File: src/rtl/if_fetch_queue_if.sv
// Fetch-stage bus bundle: redirect input, sram-like instruction port and the
// valid/ready hand-off towards ID. The fetch unit uses "master", its
// environment (memory, ID, exception logic) uses "slave".
interface if_fetch_queue_if;
  logic        redirect_i;
  logic [31:0] redirect_pc_i;
  logic        inst_req_o;
  logic [31:0] inst_addr_o;
  logic        inst_addr_ok_i;
  logic        inst_data_ok_i;
  logic [31:0] inst_rdata_i;
  logic        id_ready_i;
  logic        if_valid_o;
  logic [31:0] if_pc_o;
  logic [31:0] if_instr_o;
  logic [7:0]  if_except_o;

  modport master (
    input  redirect_i, redirect_pc_i, inst_addr_ok_i, inst_data_ok_i,
           inst_rdata_i, id_ready_i,
    output inst_req_o, inst_addr_o, if_valid_o, if_pc_o, if_instr_o,
           if_except_o
  );

  modport slave (
    output redirect_i, redirect_pc_i, inst_addr_ok_i, inst_data_ok_i,
           inst_rdata_i, id_ready_i,
    input  inst_req_o, inst_addr_o, if_valid_o, if_pc_o, if_instr_o,
           if_except_o
  );
endinterface

File: src/rtl/if_fetch_queue.sv
// Decoupled instruction prefetcher: pipelined requests on an sram-like port,
// in-order instruction queue towards ID, redirect flush with stale-response
// discard, and AdEL entries for misaligned fetch addresses.
module if_fetch_queue #(
  parameter logic [31:0] RESET_PC        = 32'hBFC0_0000,
  parameter int          QUEUE_DEPTH     = 4,
  parameter int          MAX_OUTSTANDING = 2
) (
  input  logic             clk_i,
  input  logic             rst_i,
  if_fetch_queue_if.master bus
);
  localparam int QW  = $clog2(QUEUE_DEPTH);
  localparam int QCW = $clog2(QUEUE_DEPTH + 1);
  localparam int OCW = $clog2(MAX_OUTSTANDING + 1);
  localparam int CW  = QCW + 1;
  localparam int FW  = (MAX_OUTSTANDING > 1) ? $clog2(MAX_OUTSTANDING) : 1;
  localparam logic [7:0] EXC_ADEL = 8'h80;

  logic [31:0]    fetch_pc;
  logic           halted;
  logic [OCW-1:0] inflight_cnt;
  logic [OCW-1:0] stale_cnt;
  logic [OCW-1:0] inflight_live;
  logic [QCW-1:0] queue_cnt;
  logic [QW-1:0]  q_head;
  logic [QW-1:0]  q_tail;
  logic [FW-1:0]  fl_head;
  logic [FW-1:0]  fl_tail;

  logic [31:0] q_pc    [QUEUE_DEPTH];
  logic [31:0] q_instr [QUEUE_DEPTH];
  logic [7:0]  q_exc   [QUEUE_DEPTH];
  logic [31:0] fl_pc   [MAX_OUTSTANDING];

  logic [CW-1:0] occupancy;
  logic          credit_ok;
  logic          misaligned;
  logic          below_max;
  logic          req;
  logic          accept;
  logic          resp;
  logic          resp_live;
  logic          exc_push;
  logic          q_push;
  logic          q_pop;
  logic          q_valid;
  logic [31:0]   push_pc;
  logic [31:0]   push_instr;
  logic [7:0]    push_exc;

  // In-flight PC FIFO pointer advance; depth need not be a power of two.
  function automatic logic [FW-1:0] fl_next(input logic [FW-1:0] p);
    if (p == FW'(MAX_OUTSTANDING - 1)) return '0;
    return p + FW'(1);
  endfunction

  // Credit counts queued entries plus live (non-stale) in-flight requests, so
  // every live response is guaranteed a queue slot when it arrives.
  assign inflight_live = inflight_cnt - stale_cnt;
  assign occupancy     = CW'(queue_cnt) + CW'(inflight_live);
  assign credit_ok     = occupancy < CW'(QUEUE_DEPTH);
  assign misaligned    = fetch_pc[1:0] != 2'b00;
  assign below_max     = inflight_cnt < OCW'(MAX_OUTSTANDING);

  assign req       = !rst_i && !halted && !bus.redirect_i && !misaligned
                     && credit_ok && below_max;
  assign accept    = req && bus.inst_addr_ok_i;
  // A response with nothing in flight is ignored so counters cannot wrap.
  assign resp      = bus.inst_data_ok_i && (inflight_cnt != '0);
  assign resp_live = resp && (stale_cnt == '0);
  assign exc_push  = !halted && credit_ok && !bus.redirect_i && misaligned;

  // Live responses and AdEL entries never coincide: a misaligned PC only
  // follows a redirect, which marks everything in flight as stale.
  assign q_push     = !bus.redirect_i && (resp_live || exc_push);
  assign q_valid    = queue_cnt != '0;
  assign q_pop      = !bus.redirect_i && q_valid && bus.id_ready_i;
  assign push_pc    = resp_live ? fl_pc[fl_head]   : fetch_pc;
  assign push_instr = resp_live ? bus.inst_rdata_i : 32'h0;
  assign push_exc   = resp_live ? 8'h00            : EXC_ADEL;

  assign bus.inst_req_o  = req;
  assign bus.inst_addr_o = fetch_pc;
  assign bus.if_valid_o  = q_valid;
  assign bus.if_pc_o     = q_valid ? q_pc[q_head]    : 32'h0;
  assign bus.if_instr_o  = q_valid ? q_instr[q_head] : 32'h0;
  assign bus.if_except_o = q_valid ? q_exc[q_head]   : 8'h00;

  // Fetch PC and halt flag: redirect restarts fetch, accept advances it.
  always_ff @(posedge clk_i or posedge rst_i) begin
    if (rst_i) begin
      fetch_pc <= RESET_PC;
      halted   <= 1'b0;
    end else if (bus.redirect_i) begin
      fetch_pc <= bus.redirect_pc_i;
      halted   <= 1'b0;
    end else begin
      if (accept) fetch_pc <= fetch_pc + 32'd4;
      if (exc_push) halted <= 1'b1;
    end
  end

  // In-flight bookkeeping: outstanding count, stale count and FIFO pointers.
  always_ff @(posedge clk_i or posedge rst_i) begin
    if (rst_i) begin
      inflight_cnt <= '0;
      stale_cnt    <= '0;
      fl_head      <= '0;
      fl_tail      <= '0;
    end else begin
      if (accept && !resp) inflight_cnt <= inflight_cnt + OCW'(1);
      else if (!accept && resp) inflight_cnt <= inflight_cnt - OCW'(1);
      if (bus.redirect_i) stale_cnt <= inflight_cnt - OCW'(resp);
      else if (resp && stale_cnt != '0) stale_cnt <= stale_cnt - OCW'(1);
      if (accept) fl_tail <= fl_next(fl_tail);
      if (resp) fl_head <= fl_next(fl_head);
    end
  end

  // Instruction queue control; a redirect empties it outright.
  always_ff @(posedge clk_i or posedge rst_i) begin
    if (rst_i) begin
      queue_cnt <= '0;
      q_head    <= '0;
      q_tail    <= '0;
    end else if (bus.redirect_i) begin
      queue_cnt <= '0;
      q_head    <= '0;
      q_tail    <= '0;
    end else begin
      if (q_push && !q_pop) queue_cnt <= queue_cnt + QCW'(1);
      else if (!q_push && q_pop) queue_cnt <= queue_cnt - QCW'(1);
      if (q_push) q_tail <= q_tail + QW'(1);
      if (q_pop) q_head <= q_head + QW'(1);
    end
  end

  // Queue and in-flight PC storage; contents are qualified by the counters.
  always_ff @(posedge clk_i) begin
    if (q_push) begin
      q_pc[q_tail]    <= push_pc;
      q_instr[q_tail] <= push_instr;
      q_exc[q_tail]   <= push_exc;
    end
    if (accept) fl_pc[fl_tail] <= fetch_pc;
  end

  // Responses must always match an outstanding request.
  assert property (@(posedge clk_i) disable iff (rst_i)
    !(bus.inst_data_ok_i && inflight_cnt == '0));
endmodule

File: src/flat_wrapper.sv
// flat-port wrapper written by rule: the top's interface ports become plain ports
module if_fetch_queue_flat 
#(
  parameter logic [31:0] RESET_PC        = 32'hBFC0_0000,
  parameter int          QUEUE_DEPTH     = 4,
  parameter int          MAX_OUTSTANDING = 2
)
  (clk_i, rst_i, bus_redirect_i, bus_redirect_pc_i, bus_inst_addr_ok_i, bus_inst_data_ok_i, bus_inst_rdata_i, bus_id_ready_i, bus_inst_req_o, bus_inst_addr_o, bus_if_valid_o, bus_if_pc_o, bus_if_instr_o, bus_if_except_o);
  if_fetch_queue_if bus_i ();
  input  logic clk_i;
  input  logic rst_i;
  input wire logic [$bits(bus_i.redirect_i)-1:0] bus_redirect_i;
  input wire logic [$bits(bus_i.redirect_pc_i)-1:0] bus_redirect_pc_i;
  input wire logic [$bits(bus_i.inst_addr_ok_i)-1:0] bus_inst_addr_ok_i;
  input wire logic [$bits(bus_i.inst_data_ok_i)-1:0] bus_inst_data_ok_i;
  input wire logic [$bits(bus_i.inst_rdata_i)-1:0] bus_inst_rdata_i;
  input wire logic [$bits(bus_i.id_ready_i)-1:0] bus_id_ready_i;
  output wire logic [$bits(bus_i.inst_req_o)-1:0] bus_inst_req_o;
  output wire logic [$bits(bus_i.inst_addr_o)-1:0] bus_inst_addr_o;
  output wire logic [$bits(bus_i.if_valid_o)-1:0] bus_if_valid_o;
  output wire logic [$bits(bus_i.if_pc_o)-1:0] bus_if_pc_o;
  output wire logic [$bits(bus_i.if_instr_o)-1:0] bus_if_instr_o;
  output wire logic [$bits(bus_i.if_except_o)-1:0] bus_if_except_o;
  assign bus_i.redirect_i = bus_redirect_i;
  assign bus_i.redirect_pc_i = bus_redirect_pc_i;
  assign bus_i.inst_addr_ok_i = bus_inst_addr_ok_i;
  assign bus_i.inst_data_ok_i = bus_inst_data_ok_i;
  assign bus_i.inst_rdata_i = bus_inst_rdata_i;
  assign bus_i.id_ready_i = bus_id_ready_i;
  assign bus_inst_req_o = bus_i.inst_req_o;
  assign bus_inst_addr_o = bus_i.inst_addr_o;
  assign bus_if_valid_o = bus_i.if_valid_o;
  assign bus_if_pc_o = bus_i.if_pc_o;
  assign bus_if_instr_o = bus_i.if_instr_o;
  assign bus_if_except_o = bus_i.if_except_o;
  if_fetch_queue #(.RESET_PC(RESET_PC), .QUEUE_DEPTH(QUEUE_DEPTH), .MAX_OUTSTANDING(MAX_OUTSTANDING)) u_core (.clk_i(clk_i), .rst_i(rst_i), .bus(bus_i));
endmodule
File: config.mk
export PLATFORM = sky130hd
export DESIGN_NAME = if_fetch_queue_flat
export DESIGN_NICKNAME = d
export VERILOG_FILES = /design/src/rtl/if_fetch_queue_if.sv /design/src/rtl/if_fetch_queue.sv /design/src/flat_wrapper.sv
export SDC_FILE = /design/constraint.sdc
export NUM_CORES = 1
export LEC_CHECK = 0
export BUFFER_PORTS_ARGS = -buffer_cell sky130_fd_sc_hd__clkbuf_2
export CAP_MARGIN = 20
export CELL_PAD_IN_SITES_DETAIL_PLACEMENT = 0
export CELL_PAD_IN_SITES_GLOBAL_PLACEMENT = 1
export CORE_MARGIN = 2
export CORE_UTILIZATION = 53
export CTS_CLUSTER_SIZE = 10
export DETAILED_ROUTE_END_ITERATION = 8
export PLACE_DENSITY = 0.87
export SLEW_MARGIN = 0
export SYNTH_ARGS = -nofsm -noshare
export SYNTH_HDL_FRONTEND = slang
export SYNTH_SLANG_ARGS = --single-unit
File: constraint.sdc
create_clock -name clk_i -period 8.5 [get_ports clk_i]
set_input_delay 0 -clock clk_i [delete_from_list [all_inputs] [get_ports clk_i]]
set_output_delay 0 -clock clk_i [all_outputs]
set_load 0.05 [all_outputs]
# --- Word level (Yosys, flattened, before mapping) ---
# Memory sizes are Yosys's and may differ from the RTL's.
# Index checks and enable logic that the tools add are counted.
word_totals:
  inputBits: 70
  mem_count: 4
  out_inout_bits: 106
  mem_bits_rw: 352
  reg_bits: 46
mem_list:
  columns: ["memory", "words", "width", "read_ports", "rd_clocked_by_memory_dff", "wr", "line", "text"]
  rows:
  - ["u_core.q_instr", 4, 32, 1, 0, 1, "if_fetch_queue.sv:32", "logic [31:0] q_instr [QUEUE_DEPTH];"]
  - ["u_core.q_pc", 4, 32, 1, 0, 1, "if_fetch_queue.sv:31", "logic [31:0] q_pc [QUEUE_DEPTH];"]
  - ["u_core.fl_pc", 2, 32, 1, 0, 1, "if_fetch_queue.sv:34", "logic [31:0] fl_pc [MAX_OUTSTANDING];"]
  - ["u_core.q_exc", 4, 8, 1, 0, 1, "if_fetch_queue.sv:33", "logic [7:0] q_exc [QUEUE_DEPTH];"]
classes:
  order_cmp: 2
  addsub: 13
  n_reduce_logical: 40
  n_mux: 33
ops:
  columns: ["operator", "n"]
  rows:
  - ["32-bit two-way mux", 6]
  - ["32-bit by 3-bit adder with 32-bit output (second input constant)", 1]
  - ["1-bit logical AND", 19]
  - ["2-bit nonzero test", 9]
  - ["2-bit two-way mux", 8]
  - ["8-bit two-way mux", 2]
  - ["1-bit two-way mux", 14]
  - ["3-bit two-way mux", 3]
  - ["1-bit logical NOT", 8]
  - ["2-bit by 1-bit adder with 2-bit output (second input constant)", 3]
  - ["3-bit nonzero test", 2]
  - ["3-bit by 2-bit adder with 4-bit output", 1]
  - ["4-bit by 3-bit < comparator with 1-bit output (second input constant)", 1]
  - ["2-bit by 1-bit subtractor with 2-bit output (second input constant)", 2]
  - ["3-bit by 1-bit adder with 3-bit output (second input constant)", 1]
  - ["3-bit by 1-bit subtractor with 3-bit output (second input constant)", 1]
  - ["1-bit adder (second input constant)", 2]
  - ["2-bit logical NOT", 1]
  - ["2-bit < comparator (second input constant)", 1]
  - ["2-bit by 1-bit subtractor with 2-bit output", 1]
  - ["2-bit subtractor", 1]
  - ["1-bit logical OR", 1]

# --- Logic depth before layout (Yosys ltp) ---
# Gate-level depths: netlist (run 1).
depth:
  depth_word: 13
  depth_mapped: 13
  depth_no_buf: 13

# --- Worst setup path after synthesis (run 1) ---
# OpenSTA, ideal clock, no wires.
synth_path:
  kind: "flip-flop to flip-flop"
  from: "register u_core.inflight_cnt[0]"
  to: "memory u_core.q_exc[0][7] (enable)"
  arrival_time_ns: 3.496
  setup_ns: 0.430
  path_slack_ns: 4.574
  stages_incl_launch_ff: 10
  cell_sequence: "dfrtp_1 > inv_1 > ha_1 > xnor2_1 > xnor2_1 > ha_1 > nor4_4 > a31oi_4 > nor2_1 > and2_1"
synth_between:
  elab_chain_len: 10
  word_cells_on_any_way: 13
synth_lines:
  columns: ["element", "line", "text"]
  rows:
  - ["start: declaration", "if_fetch_queue.sv:22", "logic [OCW-1:0] inflight_cnt;"]
  - ["start signal: assignment", "if_fetch_queue.sv:112", "if (accept && !resp) inflight_cnt <= inflight_cnt + OCW'(1);"]
  - ["start signal: assignment", "if_fetch_queue.sv:113", "else if (!accept && resp) inflight_cnt <= inflight_cnt - OCW'(1);"]
  - ["2-bit subtractor", "if_fetch_queue.sv:60", "assign inflight_live = inflight_cnt - stale_cnt;"]
  - ["3-bit by 2-bit adder with 4-bit output", "if_fetch_queue.sv:61", "assign occupancy = CW'(queue_cnt) + CW'(inflight_live);"]
  - ["4-bit by 3-bit < comparator with 1-bit output", "if_fetch_queue.sv:62", "assign credit_ok = occupancy < CW'(QUEUE_DEPTH);"]
  - ["1-bit logical AND (3 in a row)", "if_fetch_queue.sv:72", "assign exc_push = !halted && credit_ok && !bus.redirect_i && misaligned;"]
  - ["1-bit logical OR *", "if_fetch_queue.sv:76", "assign q_push = !bus.redirect_i && (resp_live || exc_push);"]
  - ["1-bit logical AND *", "if_fetch_queue.sv:76", null]
  - ["1-bit two-way mux *", "if_fetch_queue.sv:141", "if (q_push) begin"]
  - ["1-bit two-way mux (not written as such) *", "if_fetch_queue.sv:144", "q_exc[q_tail] <= push_exc;"]
  - ["end: declaration", "if_fetch_queue.sv:33", null]
# Mark *: on every way between the ends. The rest lies on a longest branch, timed or not.

# --- Worst setup path after layout (run 1) ---
layout_path:
  from: "register u_core.inflight_cnt[0]"
  to: "memory u_core.fl_pc[1][29] (enable)"
layout_between:
  elab_chain_len: 8
  word_cells_on_any_way: 9
layout_lines:
  columns: ["element", "line", "text"]
  rows:
  - ["2-bit subtractor", "if_fetch_queue.sv:60", null]
  - ["3-bit by 2-bit adder with 4-bit output", "if_fetch_queue.sv:61", null]
  - ["4-bit by 3-bit < comparator with 1-bit output", "if_fetch_queue.sv:62", null]
  - ["1-bit logical AND", "if_fetch_queue.sv:67", "&& credit_ok && below_max;"]
  - ["1-bit logical AND *", "if_fetch_queue.sv:67", null]
  - ["1-bit logical AND *", "if_fetch_queue.sv:68", "assign accept = req && bus.inst_addr_ok_i;"]
  - ["1-bit two-way mux *", "if_fetch_queue.sv:146", "if (accept) fl_pc[fl_tail] <= fetch_pc;"]
  - ["1-bit two-way mux (not written as such) *", "if_fetch_queue.sv:146", null]
  - ["end: declaration", "if_fetch_queue.sv:34", null]
# Marks and branches as above.

==> results of run 1 <==
per-stage QoR:
stage	utilization	setup slack, ps	hold WS, ps
after floorplan	-	4570	111
after global placement	0.580	4940	207
after detailed placement	0.580	4870	210
after CTS	0.645	4860	11.9
after global routing	0.646	4630	48.5
final	0.646	4840	17.8
layout make-up:
type,instances,area (um^2),share of cell area
sequential,370,10900,0.586
inverter,16,61.3,0.00330
clock buffer,66,1180,0.0636
antenna,1,2.50,0.000135
multi-input combinational,502,4350,0.234
clock inverter,4,38.8,0.00208
tap,384,480,0.0258
timing repair buffer,243,1590,0.0855
routing by layer:
layer,global-route usage,part of all wire,vias up
li1,-,-,4073
met1,0.305,0.42,4468
met2,0.359,0.49,333
met3,0.0359,0.065,52
met4,0.0618,0.019,0
met5,0,0,-
sequential cells by signal, indices dropped and copies added (netlist names):
signal	cells
u_core.fl_tail	1
u_core.q_instr	128
u_core.bus.inst_addr_o	32
u_core.halted	1
u_core.q_head	2
u_core.fl_head	1
u_core.inflight_cnt	2
u_core.q_exc	4
u_core.q_tail	2
u_core.stale_cnt	2
u_core.fl_pc	64
u_core.queue_cnt	3
u_core.q_pc	128
critical path: stages, from the launching register on:
cell,delay [ps]
sky130_fd_sc_hd__dfrtp_1,460
sky130_fd_sc_hd__inv_1,100
sky130_fd_sc_hd__ha_1,200
sky130_fd_sc_hd__xnor2_1,130
sky130_fd_sc_hd__xnor2_1,140
sky130_fd_sc_hd__ha_1,210
sky130_fd_sc_hd__nor4_4,480
sky130_fd_sc_hd__nand4_4,540
sky130_fd_sc_hd__clkinv_2,450
sky130_fd_sc_hd__and2_1,180
sky130_fd_sc_hd__buf_4,400
cell families (layout without fill, tap and decap cells):
kind of cell	Yosys count	count (layout)	share of synthesized area
AOI/OAI and AO/OA	104	104	0.0431
other	1	8	0.000241
xor gates and xnor gates	17	17	0.00958
muxes	101	101	0.118
buffers and inverters	76	329	0.0224
adders and majority gates	11	11	0.00934
DFF	370	370	0.701
and+or+nand+nor	262	262	0.0971
cells in the final DEF (no fill, tap or decap), drive strengths merged, types with 8 or more instances in the layout:
master       netlist  final
nand4             11     11
nor2              58     58
mux2i             34     34
xnor2             10     10
edfxtp           324    324
a21oi             39     39
inv               15     16
dlygate4sd3        0     67
nand3             18     18
ha                10     10
buf               28      8
dfstp              9      9
o21ai             21     21
nand2             41     41
mux4              65     65
clkbuf            32    234
dfrtp             37     37
and2             104    104
worst paths after layout:
check                      cells after the start  slack, ps                    endpoint              startpoint
min in group asynchronous                      4        220  u_core.bus.inst_addr_o[30]                   rst_i
min reg2reg                                    2        540            u_core.q_head[1]        u_core.q_head[1]
min                                            4         20  u_core.bus.inst_addr_o[23]          bus_redirect_i
max reg2reg                                   10       4840         u_core.fl_pc[1][29]  u_core.inflight_cnt[0]
max                                           10       4840         u_core.fl_pc[1][29]  u_core.inflight_cnt[0]
max in group asynchronous                      4       7780            u_core.q_head[0]                   rst_i
power by group through the flow:
| stage | clock [uW] | combinational (uW) | sequential, uW |
|---|---|---|---|
| floorplan | 0 | 1540 | 2380 |
| global placement | 0 | 1960 | 2420 |
| detailed placement | 0 | 1970 | 2430 |
| CTS | 1640 | 2010 | 2400 |
| global route | 1720 | 2130 | 2420 |
| finish | 1620 | 2000 | 2400 |
timing repair:
action	CTS	global route
setup buffers	0	0
gates resized for setup	0	0
hold endpoints to repair	201	0
hold buffers	67	0
==> results_dict.tcl, run 1 <==
set metrics [dict create \
    outcome "completed" \
    yosys-top-cells-count "324 x sky130_fd_sc_hd__edfxtp_1, 104 x sky130_fd_sc_hd__and2_1, 65 x sky130_fd_sc_hd__mux4_2, 57 x sky130_fd_sc_hd__nor2_1, 40 x sky130_fd_sc_hd__nand2_1" \
    cell_types_occupying_the_most_area_after_synthesis "sky130_fd_sc_hd__edfxtp_1 63%, sky130_fd_sc_hd__mux4_2 9.4%, sky130_fd_sc_hd__dfrtp_1 6.0%" \
    chipWidth_um 175 \
    viasPerCell 5.63 \
    critPathKind "register to register" \
    syn_area_mm2 0.0155 \
    p_leak_uw 0.00671 \
    drc 0 \
    hp-class "input port to register" \
    layout.cells.non_filler 1586 \
    layout-drive-gt1-share 0.275 \
    first_pass_grt_wire_length_mm 51.1 \
    boundaryPins 176 \
    min_period_ps 3660 \
    post-dp-hpwl_mm 18.8 \
    synthesis.area_per_instance_um2 16.5 \
    synth.ff_latch_count 370 \
    synth_ff_type "sky130_fd_sc_hd__edfxtp_1" \
    first_pass_iters 7 \
    post_route_setup_tns_ps 0 \
    critical_path.startpoint_type "register" \
    crit_arrival_ps 3830 \
    share_of_synthesized_area_occupied_by_flip_flops_and_latches 0.701 \
    fin_nets 1257 \
    synth_warnings 0 \
    number_of_antenna_violations_at_the_first_check_in_global_routing 1 \
    floorplan.die.height_um 175 \
    ant_nets 0 \
    num_rows 62 \
    floorplan.die_area_mm2 0.0307 \
    seqPwrFrac 0.399 \
    worstMarginPinSlew_ps 1110 \
    postRouteWirelength_mm 33.3 \
    first_iter_violations 948 \
    synthCells 942 \
    cp_max_fo 32 \
    internal_power_uw 3830 \
    dr_total_vias 8926 \
    core_region_mm2 0.0288 \
    area_growth_pct 19.7 \
    power.density_cell_area_mw_per_mm2 323 \
    synth_async_sr_flop_share 0.124 \
    setup-violations-final 0 \
    finalHoldViolations 0 \
    synth-edff-count 324 \
    synthMostInstantiatedCell "sky130_fd_sc_hd__edfxtp_1" \
    gp_congestion 0.783 \
    netlist-cell-type-count 63 \
    global_route_usage_over_all_layers 0.218 \
    cts_buffer_depth 3 \
    wl_per_cell_um 21.0 \
    cts_num_sinks 370 \
    fin_worst_skew_ps 19.3 \
    first_global_vias 9049 \
    placed_area_mm2 0.0167 \
    capturing_element_type_of_the_critical_path "register" \
    numPortBuffers 168 \
    cts_inserted_buffers 43 \
    vdd_drop_max_mv 0.182 \
    cts.reportedPaths.clkPinSlew_ps 50 \
    achievable-frequency_mhz 273 \
    grt_max_degree 99 \
    fillers 1996 \
    clock_tree.htree_level_count 2 \
    post-synth-top-area-fraction 0.626 \
    worst_skew_pair.late_latency_ps 530 \
    rsz0062_at_grt "false" \
    power.switching_uw 2180 \
    p_comb_frac 0.332 \
    synth_area_leader_cell "sky130_fd_sc_hd__edfxtp_1" \
    grt_remaining_overflow 0 \
    tritoncts "yes" \
    timing_max_transition_violations_final 0 \
    initial_utilization 0.540 \
    fin_crit_sh 0.430 \
    relSlewSlack 0.263 \
    netSwitchingFraction 0.363 \
    post-place-cells 1447 \
    cp_data_required_time_ps 8670 \
    finalPower_uw 6010 \
    cap_violations 0 \
    finish.instance_area_mm2 0.0186 \
    clockPowerShare 0.269 \
    clk_root_buffer_cell "sky130_fd_sc_hd__clkbuf_16" \
]
(Power assumes the default switching activity.)
==> run 2, diff against run 1 <==
--- a/config.mk
+++ b/config.mk
@@ -5,15 +5,16 @@
 export SDC_FILE = /design/constraint.sdc
 export NUM_CORES = 1
 export LEC_CHECK = 0
+export ABC_AREA = 1
 export BUFFER_PORTS_ARGS = -buffer_cell sky130_fd_sc_hd__clkbuf_2
 export CAP_MARGIN = 20
 export CELL_PAD_IN_SITES_DETAIL_PLACEMENT = 0
 export CELL_PAD_IN_SITES_GLOBAL_PLACEMENT = 1
 export CORE_MARGIN = 2
-export CORE_UTILIZATION = 53
+export CORE_UTILIZATION = 42
 export CTS_CLUSTER_SIZE = 10
 export DETAILED_ROUTE_END_ITERATION = 8
-export PLACE_DENSITY = 0.87
+export PLACE_DENSITY = 0.79
 export SLEW_MARGIN = 0
 export SYNTH_ARGS = -nofsm -noshare
 export SYNTH_HDL_FRONTEND = slang
==> constraint.sdc (replaced) <==
create_clock -name clk_i -period 3.28 [get_ports clk_i]
set_input_delay 0 -clock clk_i [delete_from_list [all_inputs] [get_ports clk_i]]
set_output_delay 0 -clock clk_i [all_outputs]
set_load 0.05 [all_outputs]
==> results_dict.tcl, run 2 <==
set metrics [dict create \
    final_worst_path_setup_slack_ps 368 \
    synth_area_leader_cell "sky130_fd_sc_hd__edfxtp_1" \
    initial_utilization 0.429 \
    core_region_mm2 0.0378 \
    n_diodes 0 \
    gp_congestion 0.915 \
    worst-r2r-cell-count 18 \
    netlist-cell-type-count 32 \
    tritoncts "yes" \
    first_pass_grt_wire_length_mm 60.5 \
    critPathKind "register to register" \
    worstPathCellList "inv_1 > ha_1 > xnor2_1 > xor2_1 > inv_1 > ha_1 > nand3_1 > nand4_1 > nand2_2 > nand2_2 > inv_1 > fa_1 > xnor2_1 > inv_1 > nand2_1 > nand2_1 > nand2_1 > nand2_1" \
    floorplan.die.height_um 200 \
    cts.repair.resized 0 \
    fillers 3375 \
    synth_async_sr_flop_share 0.124 \
    cts_setup_buffers 0 \
    achievable-frequency_mhz 343 \
    cp_data_required_time_ps 3690 \
    numPortBuffers 168 \
    detailedPlace.worstSlack_ps 371 \
    cts.reportedPaths.clkPinSlew_ps 50 \
    layout.area.seq_mm2 0.0109 \
    cp_slowest_cell "sky130_fd_sc_hd__dfrtp_1" \
    area_growth_pct 20.8 \
    ant_nets 0 \
    worstMarginPinSlew_ps 843 \
    global_route_usage_over_all_layers 0.189 \
    grt_remaining_overflow 0 \
    setup-violations-final 0 \
    rsz0062_at_grt "false" \
    postRouteWirelength_mm 38.9 \
    floorplan.die_area_mm2 0.0402 \
    wl_per_cell_um 16.9 \
    post-dp-hpwl_mm 25.0 \
    p_leak_uw 0.00768 \
    dr_total_vias 11500 \
    synth_warnings 0 \
    yosys-top-cells-count "348 x sky130_fd_sc_hd__nor2_1, 324 x sky130_fd_sc_hd__edfxtp_1, 211 x sky130_fd_sc_hd__nand2_1, 178 x sky130_fd_sc_hd__o21ai_0, 119 x sky130_fd_sc_hd__inv_1" \
    clock_tree.htree_level_count 2 \
    synthCells 1543 \
    fin_worst_skew_ps 17.1 \
    critPathBufInv 4 \
    chipWidth_um 200 \
    crit_arrival_ps 3320 \
    layout-drive-gt1-share 0.158 \
    cell_types_occupying_the_most_area_after_synthesis "sky130_fd_sc_hd__edfxtp_1 60%, sky130_fd_sc_hd__nor2_1 8.1%, sky130_fd_sc_hd__dfrtp_1 5.7%" \
    power.density_cell_area_mw_per_mm2 793 \
    finalHoldViolations 0 \
    timing_max_transition_violations_final 0 \
    cts_inserted_buffers 43 \
    crit_path_start "u_core.inflight_cnt[0]" \
    hp-class "input port to register" \
    cp_max_fo 6 \
    drc 0 \
    rr_endpoint "u_core.queue_cnt[2]" \
    slack_of_the_worst_reg_to_reg_path_ps 370 \
    cap_violations 0 \
    cts_num_sinks 370 \
    first_global_vias 11000 \
    boundaryPins 176 \
    layout.cells.most_common_list "342 x sky130_fd_sc_hd__nor2_1, 324 x sky130_fd_sc_hd__edfxtp_1, 211 x sky130_fd_sc_hd__nand2_1" \
    vdd_drop_max_mv 0.425 \
    num_rows 71 \
    critPathTopFamily "adder cells" \
    first_iter_violations 858 \
    synth-edff-count 324 \
    biggest_regs "u_core.q_instr x128, u_core.q_pc x128, u_core.fl_pc x64" \
    share_of_synthesized_area_occupied_by_flip_flops_and_latches 0.672 \
    fin_nets 1853 \
    viasPerCell 4.99 \
    syn_area_mm2 0.0162 \
    max_stage_delay_ps 390 \
    synthMostInstantiatedCell "sky130_fd_sc_hd__nor2_1" \
    worst_skew_pair.late_latency_ps 530 \
    outcome "completed" \
    multi_input_comb_area_mm2 0.00448 \
    number_of_antenna_violations_at_the_first_check_in_global_routing 0 \
    clk_root_buffer_cell "sky130_fd_sc_hd__clkbuf_16" \
    min_period_ps 2910 \
    fin_crit_sh 0.888 \
    grt_max_degree 76 \
    critical_path.startpoint_type "register" \
    fin_util 0.518 \
    synth.ff_latch_count 370 \
    mostFrequentLayoutCell "sky130_fd_sc_hd__nor2_1" \
    synth_ff_type "sky130_fd_sc_hd__edfxtp_1" \
    capturing_element_type_of_the_critical_path "register" \
    relSlewSlack 0.438 \
    synthesis.area_per_instance_um2 10.5 \
    cts_buffer_depth 3 \
    cell_count_along_the_critical_path 18 \
    worstSetupEndpoint "u_core.queue_cnt[2]" \
    regToRegStartpoint "u_core.inflight_cnt[0]" \
    first_pass_iters 4 \
    post-synth-top-area-fraction 0.600 \
]
run 2: worst register-to-register path: cells and delay by family, from the launching register on:
kind | cells | cell delay (ps)
adders and majority gates | 3 | 850
and+or+nand+nor | 8 | 710
xor gates and xnor gates | 3 | 540
DFF | 1 | 390
buffers and inverters | 4 | 300
run 2: area by class of cell:
type / count / share of cell area
clock buffer: 58 / 0.0583
multi-input combinational: 967 / 0.228
timing repair buffer: 266 / 0.0987
clock inverter: 3 / 0.00172
sequential: 370 / 0.556
tap: 511 / 0.0326
inverter: 124 / 0.0239
run 2: worst min-delay path by stage:
stage / from / endpoint / slack [ps] / cells past startpoint
6_report: bus_inst_addr_ok_i / u_core.inflight_cnt[0] / 30 / 5
3_5_place_dp: rst_i / u_core.stale_cnt[0] / 220 / 3
5_1_grt: bus_inst_addr_ok_i / u_core.inflight_cnt[0] / 80 / 5
4_1_cts: bus_inst_addr_ok_i / u_core.inflight_cnt[0] / 20 / 5
2_1_floorplan: bus_redirect_pc_i[22] / u_core.bus.inst_addr_o[22] / 120 / 2
3_3_place_gp: bus_redirect_pc_i[0] / u_core.bus.inst_addr_o[0] / 210 / 3
run 2: stage by stage:
stage | power (uW) | area, um^2 | std cells | hold slack (ps) | setup TNS (ps)
after floorplan | 9970 | 16300 | 1549 | 121 | -159500
after global placement | 11400 | 17700 | 2167 | 211 | 0
after detailed placement | 11400 | 17700 | 2167 | 218 | 0
after CTS | 15600 | 19600 | 2298 | 19.2 | 0
after global routing | 16300 | 19600 | 2299 | 82.5 | 0
final | 15500 | 19600 | 2299 | 31.0 | 0
run 2: where the power goes:
| part | internal, uW | switching, uW | total (uW) |
|---|---|---|---|
| Sequential | 5860 | 283 | 6140 |
| Clock | 2410 | 1720 | 4120 |
| Combinational | 1260 | 4000 | 5260 |
| Total | 9530 | 6000 | 15500 |
run 2: logic make-up (layout without fill, tap and decap cells):
kind of cell | count (synthesis) | in the layout | synth area share
AOI/OAI and AO/OA | 286 | 286 | 0.0942
xor gates and xnor gates | 20 | 20 | 0.0108
adders and majority gates | 11 | 11 | 0.00895
buffers and inverters | 212 | 451 | 0.0566
DFF | 370 | 370 | 0.672
other | 1 | 7 | 0.000231
and+or+nand+nor | 643 | 643 | 0.158
run 2: repair_timing:
action	4_1_cts	5_1_grt
hold buffers	70	0
setup endpoints to repair	0	0
endpoints found under the hold margin	204	0
run 2: layer usage:
layer | vias up | global-route usage | wire, um
met3 | 54 | 0.0261 | 1950
met5 | - | 0 | 0
met2 | 310 | 0.312 | 18400
met1 | 5441 | 0.268 | 17900
li1 | 5656 | - | -
met4 | 0 | 0.0434 | 715
==> run 3, diff against run 2 <==
--- a/config.mk
+++ b/config.mk
@@ -11,10 +11,10 @@
 export CELL_PAD_IN_SITES_DETAIL_PLACEMENT = 0
 export CELL_PAD_IN_SITES_GLOBAL_PLACEMENT = 1
 export CORE_MARGIN = 2
-export CORE_UTILIZATION = 42
+export CORE_UTILIZATION = 50
 export CTS_CLUSTER_SIZE = 10
 export DETAILED_ROUTE_END_ITERATION = 8
-export PLACE_DENSITY = 0.79
+export PLACE_DENSITY = 0.88
 export SLEW_MARGIN = 0
 export SYNTH_ARGS = -nofsm -noshare
 export SYNTH_HDL_FRONTEND = slang
==> constraint.sdc (replaced) <==
create_clock -name clk_i -period 3.7 [get_ports clk_i]
set_input_delay 0 -clock clk_i [delete_from_list [all_inputs] [get_ports clk_i]]
set_output_delay 0 -clock clk_i [all_outputs]
set_load 0.05 [all_outputs]
==> results_dict.tcl, run 3 (synthesis results as in run 2) <==
set metrics [dict create \
    hp-class "input port to register" \
    min_period_ps 3080 \
    power.switching_uw 5270 \
    initial_utilization 0.511 \
    critPathKind "register to register" \
    hold-worst-slack_ps 19.7 \
    mostFrequentLayoutCell "sky130_fd_sc_hd__nor2_1" \
    cts.reportedPaths.clkPinSlew_ps 60 \
    biggest_regs "u_core.q_instr x128, u_core.q_pc x128, u_core.fl_pc x64" \
    critical_path.startpoint_type "register" \
    setup-violations-final 0 \
    clk_root_buffer_cell "sky130_fd_sc_hd__clkbuf_16" \
    core_region_mm2 0.0317 \
    internal_power_uw 8420 \
    multi_input_comb_area_mm2 0.00447 \
    worstPathCellList "inv_1 > ha_1 > xnor2_1 > xor2_1 > inv_1 > ha_1 > nand3_1 > nand3_1 > nor2_2 > nand2_2 > buf_4 > nand2_1 > o211ai_1 > dlygate4sd3_1" \
    cp_data_required_time_ps 4170 \
    cap_violations 0 \
    outcome "completed" \
    first_pass_grt_wire_length_mm 59.4 \
    p_comb_frac 0.333 \
    fin_crit_sh 0.833 \
    grt_remaining_overflow 0 \
    first_pass_iters 6 \
    area_growth_pct 20.2 \
    fin_nets 1865 \
    first_iter_violations 1091 \
    clock_tree.htree_level_count 2 \
    netSwitchingFraction 0.385 \
    relSlewSlack 0.413 \
    number_of_antenna_violations_at_the_first_check_in_global_routing 0 \
    ant_nets 0 \
    clockPowerShare 0.269 \
    power.density_cell_area_mw_per_mm2 702 \
    layout.cells.most_common_list "342 x sky130_fd_sc_hd__nor2_1, 324 x sky130_fd_sc_hd__edfxtp_1, 211 x sky130_fd_sc_hd__nand2_1" \
    viasPerCell 5.30 \
    first_global_vias 11500 \
    num_rows 65 \
    vdd_drop_max_mv 0.365 \
    timing_max_transition_violations_final 0 \
    post-dp-hpwl_mm 22.6 \
    drc 0 \
    global_route_usage_over_all_layers 0.224 \
    wl_per_cell_um 17.1 \
    floorplan.die.height_um 184 \
    postRouteWirelength_mm 37.6 \
    finish.instance_area_mm2 0.0195 \
    numPortBuffers 168 \
    worstMarginPinSlew_ps 879 \
    seqPwrFrac 0.398 \
    n_diodes 0 \
    finalPower_uw 13700 \
    capturing_element_type_of_the_critical_path "register" \
    chipWidth_um 184 \
    rsz0062_at_grt "false" \
    max_stage_delay_ps 580 \
    crit_arrival_ps 3550 \
    fin_util 0.615 \
    fin_worst_skew_ps 14.6 \
    cp_slowest_cell "sky130_fd_sc_hd__dlygate4sd3_1" \
    gp_congestion 0.945 \
    floorplan.die_area_mm2 0.0339 \
    placed_area_mm2 0.0174 \
    achievable-frequency_mhz 324 \
    cts_num_sinks 370 \
    tritoncts "yes" \
    worst_skew_pair.late_latency_ps 530 \
    critPathTopFamily "buffers and inverters" \
    layout-drive-gt1-share 0.153 \
    finalHoldViolations 0 \
    critPathBufInv 4 \
    boundaryPins 176 \
    layout.area.seq_mm2 0.0109 \
    cp_max_fo 33 \
    p_leak_uw 0.00771 \
    fillers 2534 \
    cts_inserted_buffers 43 \
    dr_total_vias 11700 \
    grt_max_degree 133 \
    cts_buffer_depth 3 \
]
run 3: cell count changes in the layout (fill, tap and decap cells not counted), sizes merged:
cell	previous run	this run
dlygate4sd3	70	91
clkinv	2	3
buf	28	19
run 3: repair_timing:
| action | CTS | global route |
|---|---|---|
| resized for setup | 0 | 0 |
| hold endpoints to repair | 203 | 0 |
| hold buffers | 91 | 0 |
| setup buffers | 0 | 0 |
run 3: layout make-up:
type | instances | area share
flip-flops and latches | 370 | 0.559
multi-input cells | 967 | 0.229
repair buffers | 278 | 0.101
clock buffers | 58 | 0.0592
well taps | 402 | 0.0258
inverters | 124 | 0.0240
clock inverters | 4 | 0.00199
run 3: per-stage QoR:
stage	TNS (ps)	setup slack (ps)	instances
3_5_place_dp	0	702	2050
2_1_floorplan	-26530	-415	1549
4_1_cts	0	658	2203
3_3_place_gp	0	784	2050
5_1_grt	0	351	2203
6_report	0	617	2203
run 3: worst register-to-register path, delay by kind of cell (launching register included):
family	cells	cell delay, ps
AO/OA/AOI/OAI	1	230
XOR/XNOR	2	320
adder cells (fa/ha/maj)	2	460
buffers and inverters	4	1060
flip-flops	1	400
AND/OR/NAND/NOR	5	550
run 3: path summary, 6_finish.rpt:
kind                                        start                          to  slack, ps  cells past startpoint
min in group asynchronous                   rst_i   u_core.bus.inst_addr_o[1]        180                      4
hold reg to reg                     u_core.halted               u_core.halted        500                      2
hold / removal                 bus_inst_addr_ok_i   u_core.bus.inst_addr_o[9]         20                      5
max in group asynchronous                   rst_i            u_core.q_head[0]       3050                      4
setup reg to reg           u_core.inflight_cnt[0]  u_core.bus.inst_addr_o[10]        620                     14
setup / recovery           u_core.inflight_cnt[0]  u_core.bus.inst_addr_o[10]        620                     14
run 3: power by group through the flow:
stage                     clock, uW  sequential, uW  combinational [uW]
after floorplan                   0            5560                3280
after global placement            0            5520                4380
after detailed placement          0            5530                4480
after CTS                      3760            5450                4590
after global routing           3940            5490                4980
final                          3690            5450                4550
run 3: routing by layer:
metal | GRT usage | wire (um) | up-vias | share of wire
li1 | - | - | 5681 | -
met1 | 0.306 | 16500 | 5510 | 0.44
met2 | 0.376 | 17800 | 417 | 0.48
met3 | 0.0318 | 2320 | 63 | 0.062
met4 | 0.0688 | 937 | 0 | 0.025
met5 | 0 | 0 | - | 0
